===== config.mk =====
export PLATFORM = sky130hd
export DESIGN_NAME = serial_frame_rx
export DESIGN_NICKNAME = d
export VERILOG_FILES = /design/src/rtl/serial_frame_rx_pkg.sv /design/src/rtl/serial_frame_rx_sync_edge.sv /design/src/rtl/serial_frame_rx.sv
export SDC_FILE = /design/constraint.sdc
export NUM_CORES = 1
export LEC_CHECK = 0
export BUFFER_PORTS_ARGS = -buffer_cell sky130_fd_sc_hd__buf_4
export CORE_MARGIN = 1
export CORE_UTILIZATION = 50
export DETAILED_ROUTE_END_ITERATION = 8
export GPL_TIMING_DRIVEN = 0
export PLACE_DENSITY = 0.67
export SETUP_SLACK_MARGIN = 0.3
export SLEW_MARGIN = 40
export SYNTH_ARGS = -nofsm -noshare
export SYNTH_HDL_FRONTEND = slang
export SYNTH_SLANG_ARGS = --single-unit

===== constraint.sdc =====
create_clock -name clk -period 6.8 [get_ports clk]
set_input_delay 0.68 -clock clk [delete_from_list [all_inputs] [get_ports clk]]
set_output_delay 0.68 -clock clk [all_outputs]
set_load 0.01 [all_outputs]

===== src/rtl/serial_frame_rx_pkg.sv =====
// Shared constants for the serial frame receiver.
// Latency: none, constants only. Backpressure: not applicable.
package serial_frame_rx_pkg;
  localparam int SYNC_STAGES = 2;

  localparam logic [1:0] ST_IDLE  = 2'd0;
  localparam logic [1:0] ST_SHIFT = 2'd1;
  localparam logic [1:0] ST_LATCH = 2'd2;
endpackage


===== src/rtl/serial_frame_rx_sync_edge.sv =====
// Brings one asynchronous line into clk and flags its rising edge.
// Latency: level and rise are valid SYNC_STAGES cycles after the input changes. Backpressure: none.
module serial_frame_rx_sync_edge
  import serial_frame_rx_pkg::*;
(
  input  logic clk,
  input  logic rst,
  input  logic din,
  output logic lvl,
  output logic rise
);

  logic [SYNC_STAGES-1:0] sync_q, sync_d;
  logic                   prev_q, prev_d;

  always_comb begin
    sync_d = {sync_q[SYNC_STAGES-2:0], din};
    prev_d = sync_q[SYNC_STAGES-1];
  end

  always_ff @(posedge clk or posedge rst) begin
    if (rst) begin
      sync_q <= '0;
      prev_q <= 1'b0;
    end else begin
      sync_q <= sync_d;
      prev_q <= prev_d;
    end
  end

  // Rise is decoded from flops only, so it is glitch-free in the clk domain.
  assign lvl  = sync_q[SYNC_STAGES-1];
  assign rise = lvl & ~prev_q;

endmodule


===== src/rtl/serial_frame_rx.sv =====
// Deserialises clock/data/latch/clear serial frames into a WIDTH-bit word.
// Latency: word visible ~4 clk after the external latch edge. Backpressure: none; unread words are overwritten and flagged by overrun.
module serial_frame_rx
  import serial_frame_rx_pkg::*;
#(
  parameter int WIDTH = 64,
  parameter int CNT_W = 7
) (
  input  logic             clk,
  input  logic             rst,
  input  logic             s_clk,
  input  logic             s_data,
  input  logic             s_pen,
  input  logic             s_clrn,
  input  logic             rd_ack,
  output logic [WIDTH-1:0] data_out,
  output logic             data_valid,
  output logic             overrun,
  output logic             frame_err,
  output logic [CNT_W-1:0] bit_cnt,
  output logic [7:0]       frame_cnt
);

  localparam logic [CNT_W-1:0] CNT_FULL = CNT_W'(WIDTH);
  localparam logic [CNT_W-1:0] CNT_SAT  = CNT_W'(WIDTH + 1);

  logic clk_rise, data_lvl, pen_rise, clrn_lvl;
  logic clk_lvl_unused, data_rise_unused, pen_lvl_unused, clrn_rise_unused;

  serial_frame_rx_sync_edge u_sync_clk  (.clk(clk), .rst(rst), .din(s_clk),  .lvl(clk_lvl_unused), .rise(clk_rise));
  serial_frame_rx_sync_edge u_sync_data (.clk(clk), .rst(rst), .din(s_data), .lvl(data_lvl),       .rise(data_rise_unused));
  serial_frame_rx_sync_edge u_sync_pen  (.clk(clk), .rst(rst), .din(s_pen),  .lvl(pen_lvl_unused), .rise(pen_rise));
  serial_frame_rx_sync_edge u_sync_clrn (.clk(clk), .rst(rst), .din(s_clrn), .lvl(clrn_lvl),       .rise(clrn_rise_unused));

  logic [1:0]       state_q, state_d;
  logic [WIDTH-1:0] shreg_q, shreg_d;
  logic [WIDTH-1:0] data_out_q, data_out_d;
  logic [CNT_W-1:0] bit_cnt_q, bit_cnt_d, cnt_next;
  logic             data_valid_q, data_valid_d;
  logic             overrun_q, overrun_d;
  logic             frame_err_q, frame_err_d;
  logic [7:0]       frame_cnt_q, frame_cnt_d;

  always_comb begin
    state_d      = state_q;
    shreg_d      = shreg_q;
    data_out_d   = data_out_q;
    bit_cnt_d    = bit_cnt_q;
    data_valid_d = data_valid_q;
    overrun_d    = overrun_q;
    frame_err_d  = 1'b0;
    frame_cnt_d  = frame_cnt_q;
    cnt_next     = (bit_cnt_q == CNT_SAT) ? bit_cnt_q : bit_cnt_q + CNT_W'(1);

    if (rd_ack && data_valid_q) begin
      data_valid_d = 1'b0;
      overrun_d    = 1'b0;
    end

    case (state_q)
      ST_IDLE, ST_SHIFT: begin
        if (clk_rise) begin
          shreg_d   = {shreg_q[WIDTH-2:0], data_lvl};
          bit_cnt_d = cnt_next;
          state_d   = ST_SHIFT;
        end
        // A coincident shift is already folded into bit_cnt_d here.
        if (pen_rise) begin
          if (bit_cnt_d == '0) begin
            frame_err_d = 1'b1;
            state_d     = ST_IDLE;
          end else begin
            state_d = ST_LATCH;
          end
        end
      end
      ST_LATCH: begin
        if (bit_cnt_q == CNT_FULL) begin
          data_out_d   = shreg_q;
          data_valid_d = 1'b1;
          frame_cnt_d  = frame_cnt_q + 8'd1;
          if (data_valid_q && !rd_ack) overrun_d = 1'b1;
        end else begin
          frame_err_d = 1'b1;
        end
        bit_cnt_d = '0;
        state_d   = ST_IDLE;
      end
      default: state_d = ST_IDLE;
    endcase

    // Clear overrides shift and latch but leaves the frame count and overrun alone.
    if (!clrn_lvl) begin
      shreg_d      = '0;
      bit_cnt_d    = '0;
      data_out_d   = '0;
      data_valid_d = 1'b0;
      state_d      = ST_IDLE;
      frame_err_d  = 1'b0;
      frame_cnt_d  = frame_cnt_q;
      overrun_d    = (rd_ack && data_valid_q) ? 1'b0 : overrun_q;
    end
  end

  always_ff @(posedge clk or posedge rst) begin
    if (rst) begin
      state_q      <= ST_IDLE;
      shreg_q      <= '0;
      data_out_q   <= '0;
      bit_cnt_q    <= '0;
      data_valid_q <= 1'b0;
      overrun_q    <= 1'b0;
      frame_err_q  <= 1'b0;
      frame_cnt_q  <= 8'd0;
    end else begin
      state_q      <= state_d;
      shreg_q      <= shreg_d;
      data_out_q   <= data_out_d;
      bit_cnt_q    <= bit_cnt_d;
      data_valid_q <= data_valid_d;
      overrun_q    <= overrun_d;
      frame_err_q  <= frame_err_d;
      frame_cnt_q  <= frame_cnt_d;
    end
  end

  assign data_out   = data_out_q;
  assign data_valid = data_valid_q;
  assign overrun    = overrun_q;
  assign frame_err  = frame_err_q;
  assign bit_cnt    = bit_cnt_q;
  assign frame_cnt  = frame_cnt_q;

endmodule


# [Word level (Yosys, flattened, before mapping)]
# Index checks and enable logic that the tools add are counted.
[word_totals] reg_bits=158 output_inout_bits=82 wordCells=69
[op_classes] n_addsub=2 eq_ne=10 muxes=30 bitwise_logic=4 reduce_logical=9
[ops] op="64-bit two-way mux" count=6
[ops] op="7-bit two-way mux" count=4
[ops] op="7-bit == test, second input constant" count=2
[ops] op="7-bit case mux with 2 select lines" count=1
[ops] op="1-bit two-way mux" count=13
[ops] op="2-bit two-way mux" count=5
[ops] op="8-bit by 1-bit adder with 8-bit output, second input constant" count=1
[ops] op="2-bit != test, second input constant" count=4
[ops] op="7-bit by 1-bit adder with 7-bit output, second input constant" count=1
[ops] op="7-bit logical NOT" count=1
[ops] op="4-bit != test, second input constant" count=1
[ops] op="2-bit AND reduction" count=2
[ops] op="3-bit != test, second input constant" count=1
[ops] op="3-bit AND reduction" count=1
[ops] op="1-bit bitwise AND" count=2
[ops] op="2-bit by 1-bit == test with 1-bit output, second input constant" count=1
[ops] op="2-bit == test, second input constant" count=1
[ops] op="1-bit logical AND" count=2
[ops] op="2-bit logical NOT" count=1
[ops] op="1-bit inverter" count=2
[ops] op="1-bit case mux with 2 select lines" count=1
[ops] op="2-bit OR reduction" count=1
[ops] op="1-bit logical NOT" count=1

# [Longest topological paths before layout]
# Gate-level depths: netlist of run 1.
[logic_depth] word_depth=9 mapped_depth=7

# [Modules after synthesis]
# From an unflattened synthesis of run 1, not the netlist that was laid out.
[unflattened] cells_unflattened=420 hier_area_um2=5923.2
[by_module_without_submodules] mod="serial_frame_rx" n_inst=1 cells_each=400 area_each_um2=5552.8 seq_area_each_um2=3703.6
[by_module_without_submodules] mod="serial_frame_rx_sync_edge" n_inst=4 cells_each=5 area_each_um2=92.6 seq_area_each_um2=75.1

# [Worst setup path after synthesis of run 1]
# Ideal clock, no wire load.
[synth_path] kind="register to register" from="register bit_cnt_q[0] (netlist: bit_cnt[0])" to="register frame_err_q (netlist: frame_err)" t_arrival_ns=1.706 slack_ns=5.026 stages_incl_launch_ff=8 path_buffers=0 cell_sequence="dfrtp_1 inv_1 ha_1 nand2b_1 a211oi_1 nand3_1 a221oi_2 a32o_1"
[synth_between] elab_chain_cells=9
[synth_lines] item="from (decl)" line_no="serial_frame_rx.sv:38" text="logic [CNT_W-1:0] bit_cnt_q, bit_cnt_d, cnt_next;"
[synth_lines] item="from (signal assigned)" line_no="serial_frame_rx.sv:119" text="bit_cnt_q <= bit_cnt_d;"
[synth_lines] item="7-bit by 1-bit adder with 7-bit output / 7-bit == test (equally long branches)" line_no="serial_frame_rx.sv:53" text="cnt_next = (bit_cnt_q == CNT_SAT) ? bit_cnt_q : bit_cnt_q + CNT_W'(1);"
[synth_lines] item="7-bit two-way mux" line_no="serial_frame_rx.sv:53"
[synth_lines] item="7-bit two-way mux" line_no="serial_frame_rx.sv:62" text="if (clk_rise) begin"
[synth_lines] item="7-bit two-way mux" line_no="serial_frame_rx.sv:60" text="case (state_q)"
[synth_lines] item="7-bit logical NOT" line_no="serial_frame_rx.sv:69" text="if (bit_cnt_d == '0) begin"
[synth_lines] item="1-bit two-way mux" line_no="serial_frame_rx.sv:69"
[synth_lines] item="1-bit two-way mux" line_no="serial_frame_rx.sv:68" text="if (pen_rise) begin"
[synth_lines] item="1-bit case mux with 2 select lines (*)" line_no="serial_frame_rx.sv:60"
[synth_lines] item="1-bit two-way mux (*)" line_no="serial_frame_rx.sv:93" text="if (!clrn_lvl) begin"
[synth_lines] item="net frame_err_d" line_no="serial_frame_rx.sv:41" text="logic frame_err_q, frame_err_d;"
[synth_lines] item="to (signal assigned)" line_no="serial_frame_rx.sv:122" text="frame_err_q <= frame_err_d;"
[synth_lines] item="to (decl)" line_no="serial_frame_rx.sv:41"
# Mark *: on every way through the listed nets, which the timed path passes. The rest lies on a longest branch. The select of a mux whose other input is x is not followed.
# A chain may end at the register's enable or synchronous reset.

# [Final worst setup path of run 1]
# Ends and elaborated chain as after synthesis.

==> flow_metrics.tcl, run 1 <==
set metrics [dict create \
    finalWirelength_um 13000 \
    clk_latency_ps 420 \
    root_buffer "clkbuf_16" \
    grtUsageTotal_pct 21.6 \
    std_cell_rows 40 \
    wl_met1_um 6160 \
    avgRoutedWirePerCell_um 15.5 \
    synth.top_cell.area_share_pct 62.2 \
    startpoint_type "register" \
    layout.cells.non_filler 836 \
    synthToLayoutAreaGrowth_pct 24.6 \
    overflow 0 \
    arrival_ps 2340 \
    detail_route.vias_per_cell 5.35 \
    cts_buffer_depth 2 \
    start_util_pct 52.1 \
    route.met3.wl_um 616 \
    post-cts-setup-buffers 0 \
    die_w_um 115 \
    skew_ps 8.53 \
    hold_viol 0 \
    clkSlewWorstSetupHoldPaths_ps 60 \
    synth_warnings 0 \
    synth_common_cells "dfrtp_1, nand2_1, a22o_1" \
    dp_hpwl_um 8750 \
    rsz0062_at_grt "no" \
    yosys_most_used_dff "dfrtp_1" \
    dr.max_layer_used "met4" \
    ios 89 \
    die-area_mm2 0.0132 \
    cts_tree "done" \
    synth_top_cell_by_area "dfrtp_1" \
    netlist_instances 548 \
    setup_viol 0 \
    slew_viol_final 0 \
    vdd_ir_drop_max_uv 164 \
    worstSetupPathType "reg -> reg" \
    htreeDepth 4 \
    first_pass_iters 4 \
    cp_max_fo 9 \
    cp-end-kind "register" \
    ant_nets 0 \
    cts_sinks 158 \
    cts_hold_buf 0 \
    yosysMostFrequentCell "dfrtp_1" \
    grt_max_degree 73 \
    die_h_um 115 \
    ys_seq_area_share_pct 62.2 \
    antenna_found_initial 0 \
    dp_cells 806 \
    drc 0 \
    met2WireLength_um 6020 \
    maxCapViolCount 0 \
    drtIter0Drc 279 \
    tightest_slew_ps 489 \
    antennaDiodeCount 0 \
    synthDistinctLibCells 48 \
    syn_nets 559 \
    maxSlewHeadroom_pct 67.1 \
    tns_ps 0 \
    async_flop_share_pct 100 \
    synth-seq-cells 158 \
    syn_avg_cell_area_um2 11.6 \
    cts_buffers 17 \
    nets 668 \
    synth_edf_count 0 \
    cts-resized-gates 0 \
    synth.area.top_cells "dfrtp_1, a22o_1, nand2_1" \
    leakagePower_nw 3.74 \
    powerDensity_mw_per_mm2 257 \
    drive_above_1_share_pct 22.3 \
    required_ps 7160 \
    hp-class "in -> async" \
    vias 4470 \
    period_share_pct 29.2 \
    layout_min_cycle_time_ps 1990 \
    first_global_vias 4347 \
    core_area_mm2 0.0122 \
    port-buffer-count 88 \
    status "complete, no violations" \
    grt_pass1_wl_um 21900 \
    finalWeightedCongestion 0.832 \
    fmax_mhz 503 \
    syn_area_mm2 0.00636 \
]
-- cell type report --
cell class	instances	area, um2
buffer	37	213
clock buffer	24	502
clock inverter	6	130
fill	996	4290
inverter	5	26.3
multi-input combinational	348	2170
sequential	158	3950
tap	168	210
timing repair buffer	90	716
-- logic make-up after synthesis --
kind of cell	after synthesis	synth area share, %
compound gates	155	19.4
mux	2	0.334
buf+inv	42	3.64
flops	158	62.2
simple gates	179	12.6
fa+ha+maj	4	0.787
xor+xnor	8	1.10
-- state kept, by name, indices dropped and copies added (netlist names), 2 cells and up, named ones only --
signal / count
u_sync_clrn.sync_q: 2
u_sync_data.sync_q: 2
state_q: 2
bit_cnt: 7
u_sync_pen.sync_q: 2
u_sync_clk.sync_q: 2
frame_cnt: 8
data_out: 64
shreg_q: 64
-- placed cells by master, fill, tap and decap left out, types with 2 or more instances in the layout --
master,n
dfrtp_1,158
nand2_1,139
buf_4,89
a22o_1,64
a21boi_0,37
a21boi_1,28
clkbuf_16,17
buf_2,14
clkbuf_1,14
xnor2_1,7
buf_6,7
nand2b_1,6
nor2_1,6
o21ai_0,5
nand4_1,5
clkbuf_8,5
nor2b_1,4
a21oi_1,4
ha_1,4
bufinv_16,4
and3_1,3
o21ai_1,3
nand3b_1,3
inv_1,3
buf_1,3
a32o_1,2
o211a_1,2
o31ai_1,2
nand3_1,2
or3_1,2
clkinv_2,2
buf_16,2
-- worst paths after layout --
path                                 startpoint  depth (start not counted)  slack [ps]                    to
hold reg to reg            u_sync_clk.sync_q[0]                          0         350  u_sync_clk.sync_q[1]
setup / recovery                     bit_cnt[0]                          6        4810             frame_err
hold / removal                              rst                          2         190          data_out[19]
setup reg to reg                     bit_cnt[0]                          6        4810             frame_err
min in group clk           u_sync_clk.sync_q[0]                          0         350  u_sync_clk.sync_q[1]
max in group asynchronous                   rst                          4        5700           shreg_q[40]
-- through the flow --
| step | utilization (%) | hold WS, ps | cell area (um2) | total power (W) | setup WS (ps) |
|---|---|---|---|---|---|
| 4_1_cts | 64.9 | 174 | 7930 | 0.00206 | 4820 |
| 6_report | 64.9 | 186 | 7930 | 0.00204 | 4810 |
| 2_1_floorplan | - | 331 | 6360 | 0.00102 | 1860 |
| 3_3_place_gp | 59.2 | 336 | 7230 | 0.00104 | 327 |
| 3_5_place_dp | 59.7 | 335 | 7290 | 0.00105 | 4850 |
| 5_1_grt | 64.9 | 186 | 7930 | 0.00210 | 4720 |
-- critical path: stages, from the launching register on --
cell,delay [ps]
dfrtp_1,500
ha_1,260
nand3b_1,220
or3_1,410
a2bb2oi_1,150
a221oi_2,230
a32o_1,170
-- where the power goes --
group / total [W] / switching, W / internal (W)
Combinational: 0.0000793 / 0.0000538 / 0.0000255
Sequential: 0.000950 / 0.00000399 / 0.000946
Clock: 0.00101 / 0.000350 / 0.000658
-- per-layer routing --
layer	global-route usage, %	vias up
li1	-	2126
met1	30.3	2216
met2	32.7	107
met3	5.27	21
met4	8.57	0
met5	0	-
(Power assumes the default switching activity.)
==> run 2: changes to the inputs <==
==> constraint.sdc (replaced) <==
create_clock -name clk -period 1.9 [get_ports clk]
set_input_delay 0.19 -clock clk [delete_from_list [all_inputs] [get_ports clk]]
set_output_delay 0.19 -clock clk [all_outputs]
set_load 0.01 [all_outputs]
==> flow_metrics.tcl, run 2 (synthesis results as in run 1) <==
set metrics [dict create \
    detail_route.vias_per_cell 5.41 \
    grt_max_degree 27 \
    tightest_slew_ps 383 \
    cts_buffer_depth 2 \
    antennaDiodeCount 0 \
    drive_above_1_share_pct 29.7 \
    grt_pass1_wl_um 22200 \
    maxSlewHeadroom_pct 74.5 \
    avgRoutedWirePerCell_um 16.1 \
    grtUsageTotal_pct 22.0 \
    htreeDepth 4 \
    slowest_stage "dfrtp_2" \
    arrival_ps 2160 \
    maxCapViolCount 0 \
    start_util_pct 52.1 \
    tns_ps 0 \
    die_h_um 115 \
    setup_viol 0 \
    core_area_mm2 0.0122 \
    place_area_mm2 0.00740 \
    slowest_delay_ps 440 \
    first_pass_iters 4 \
    cp_max_fo 7 \
    die_w_um 115 \
    whs_ps 250 \
    cts_tree "done" \
    nets 712 \
    port-buffer-count 88 \
    skew_ps 8.34 \
    fin_area_mm2 0.00860 \
    drc 0 \
    ios 89 \
    startpoint_type "register" \
    overflow 0 \
    dp_hpwl_um 9070 \
    std_cell_rows 40 \
    powerDensity_mw_per_mm2 818 \
    die-area_mm2 0.0132 \
    antenna_found_initial 0 \
    most-common-layout-cells "dfrtp_1, nand2_1, buf_4" \
    layout_commonest_cell "dfrtp_1" \
    utilization_pct 70.4 \
    hold_viol 0 \
    worstSetupPathType "reg -> reg" \
    ant_nets 0 \
    cts_buffers 17 \
    cts_sinks 158 \
    layout_min_cycle_time_ps 1810 \
    finalWeightedCongestion 0.845 \
    cp-end-kind "register" \
    vdd_ir_drop_max_uv 582 \
    vias 4776 \
    rsz0062_at_grt "yes" \
    drtIter0Drc 274 \
    required_ps 2250 \
    first_global_vias 4495 \
    path_cells "buf_6, ha_2, nand3b_1, or3_1, a2bb2oi_1, a221oi_2, a32o_1" \
    leakagePower_nw 4.06 \
    clk_latency_ps 420 \
    status "complete, no violations" \
    finalWirelength_um 14200 \
    root_buffer "clkbuf_16" \
    slew_viol_final 0 \
    synthToLayoutAreaGrowth_pct 35.2 \
    fmax_mhz 554 \
    clkSlewWorstSetupHoldPaths_ps 60 \
    period_share_pct 95.1 \
    hp-class "in -> async" \
]
==> run 2: cell types whose count changed in the layout (fill, tap and decap cells not counted), sizes merged <==
| cell | delta |
|---|---|
| buf | +28 |
| bufinv | -3 |
| clkbuf | +11 |
| clkinv | +4 |
| clkinvlp | +1 |
| dlygate4sd3 | +6 |
| inv | -1 |
==> run 2: layout make-up <==
type                            instances  area (um2)
Tap cell                              168         210
Fill cell                             918        3620
Clock buffer                           25         495
Buffer                                 37         307
Timing Repair Buffer                  134        1310
Multi-Input combinational cell        348        2230
Sequential cell                       158        3960
Inverter                                5        22.5
Clock inverter                          7        60.1
==> run 2: metrics by stage <==
stage / setup WS (ps) / instances / total power [W]
finish: 93.9 / 882 / 0.00703
global route: -3.94 / 882 / 0.00727
global placement: -1170 / 804 / 0.00373
detailed placement: -32.9 / 811 / 0.00378
CTS: 114 / 859 / 0.00696
floorplan: -291 / 548 / 0.00365
==> run 2: final timing paths <==
path	startpoint	endpoint	slack (ps)	cells past startpoint
min in group clk	u_sync_data.sync_q[0]	u_sync_data.sync_q[1]	350	0
worst min register to register	u_sync_data.sync_q[0]	u_sync_data.sync_q[1]	350	0
worst max register to register	bit_cnt[0]	frame_err	90	7
worst min-delay path	rst	bit_cnt[4]	250	3
worst max-delay path	bit_cnt[0]	frame_err	90	7
max in group asynchronous	rst	frame_cnt[4]	740	7
==> run 2: what timing repair did <==
action                                  CTS  global route
cloned                                    0             8
endpoints found under the hold margin    28             0
setup buffers                            10            15
endpoints found under the setup margin  138           137
hold buffers                              6             0
pin swaps                                 8            71
resized for setup                        23            51
==> run 2: power by group <==
group / total [W] / switching, W / internal (W)
combinational: 0.000451 / 0.000234 / 0.000218
sequential: 0.00340 / 0.0000146 / 0.00338
clock: 0.00318 / 0.00125 / 0.00193
==> run 2: layer usage <==
metal	track usage (%)	part of all wire, %	vias up
met5	0	0	-
met4	7.01	1.0	0
met3	5.96	4.1	8
met1	30.1	47	2427
li1	-	-	2228
met2	34.5	48	113
==> run 2: critical path, delay by kind of cell, from the launching register on <==
family,cells,cell delay (ps)
adder cells (fa/ha/maj),1,180
AO/OA/AOI/OAI,3,530
flip-flops,1,440
buffers and inverters,1,140
AND/OR/NAND/NOR,2,440
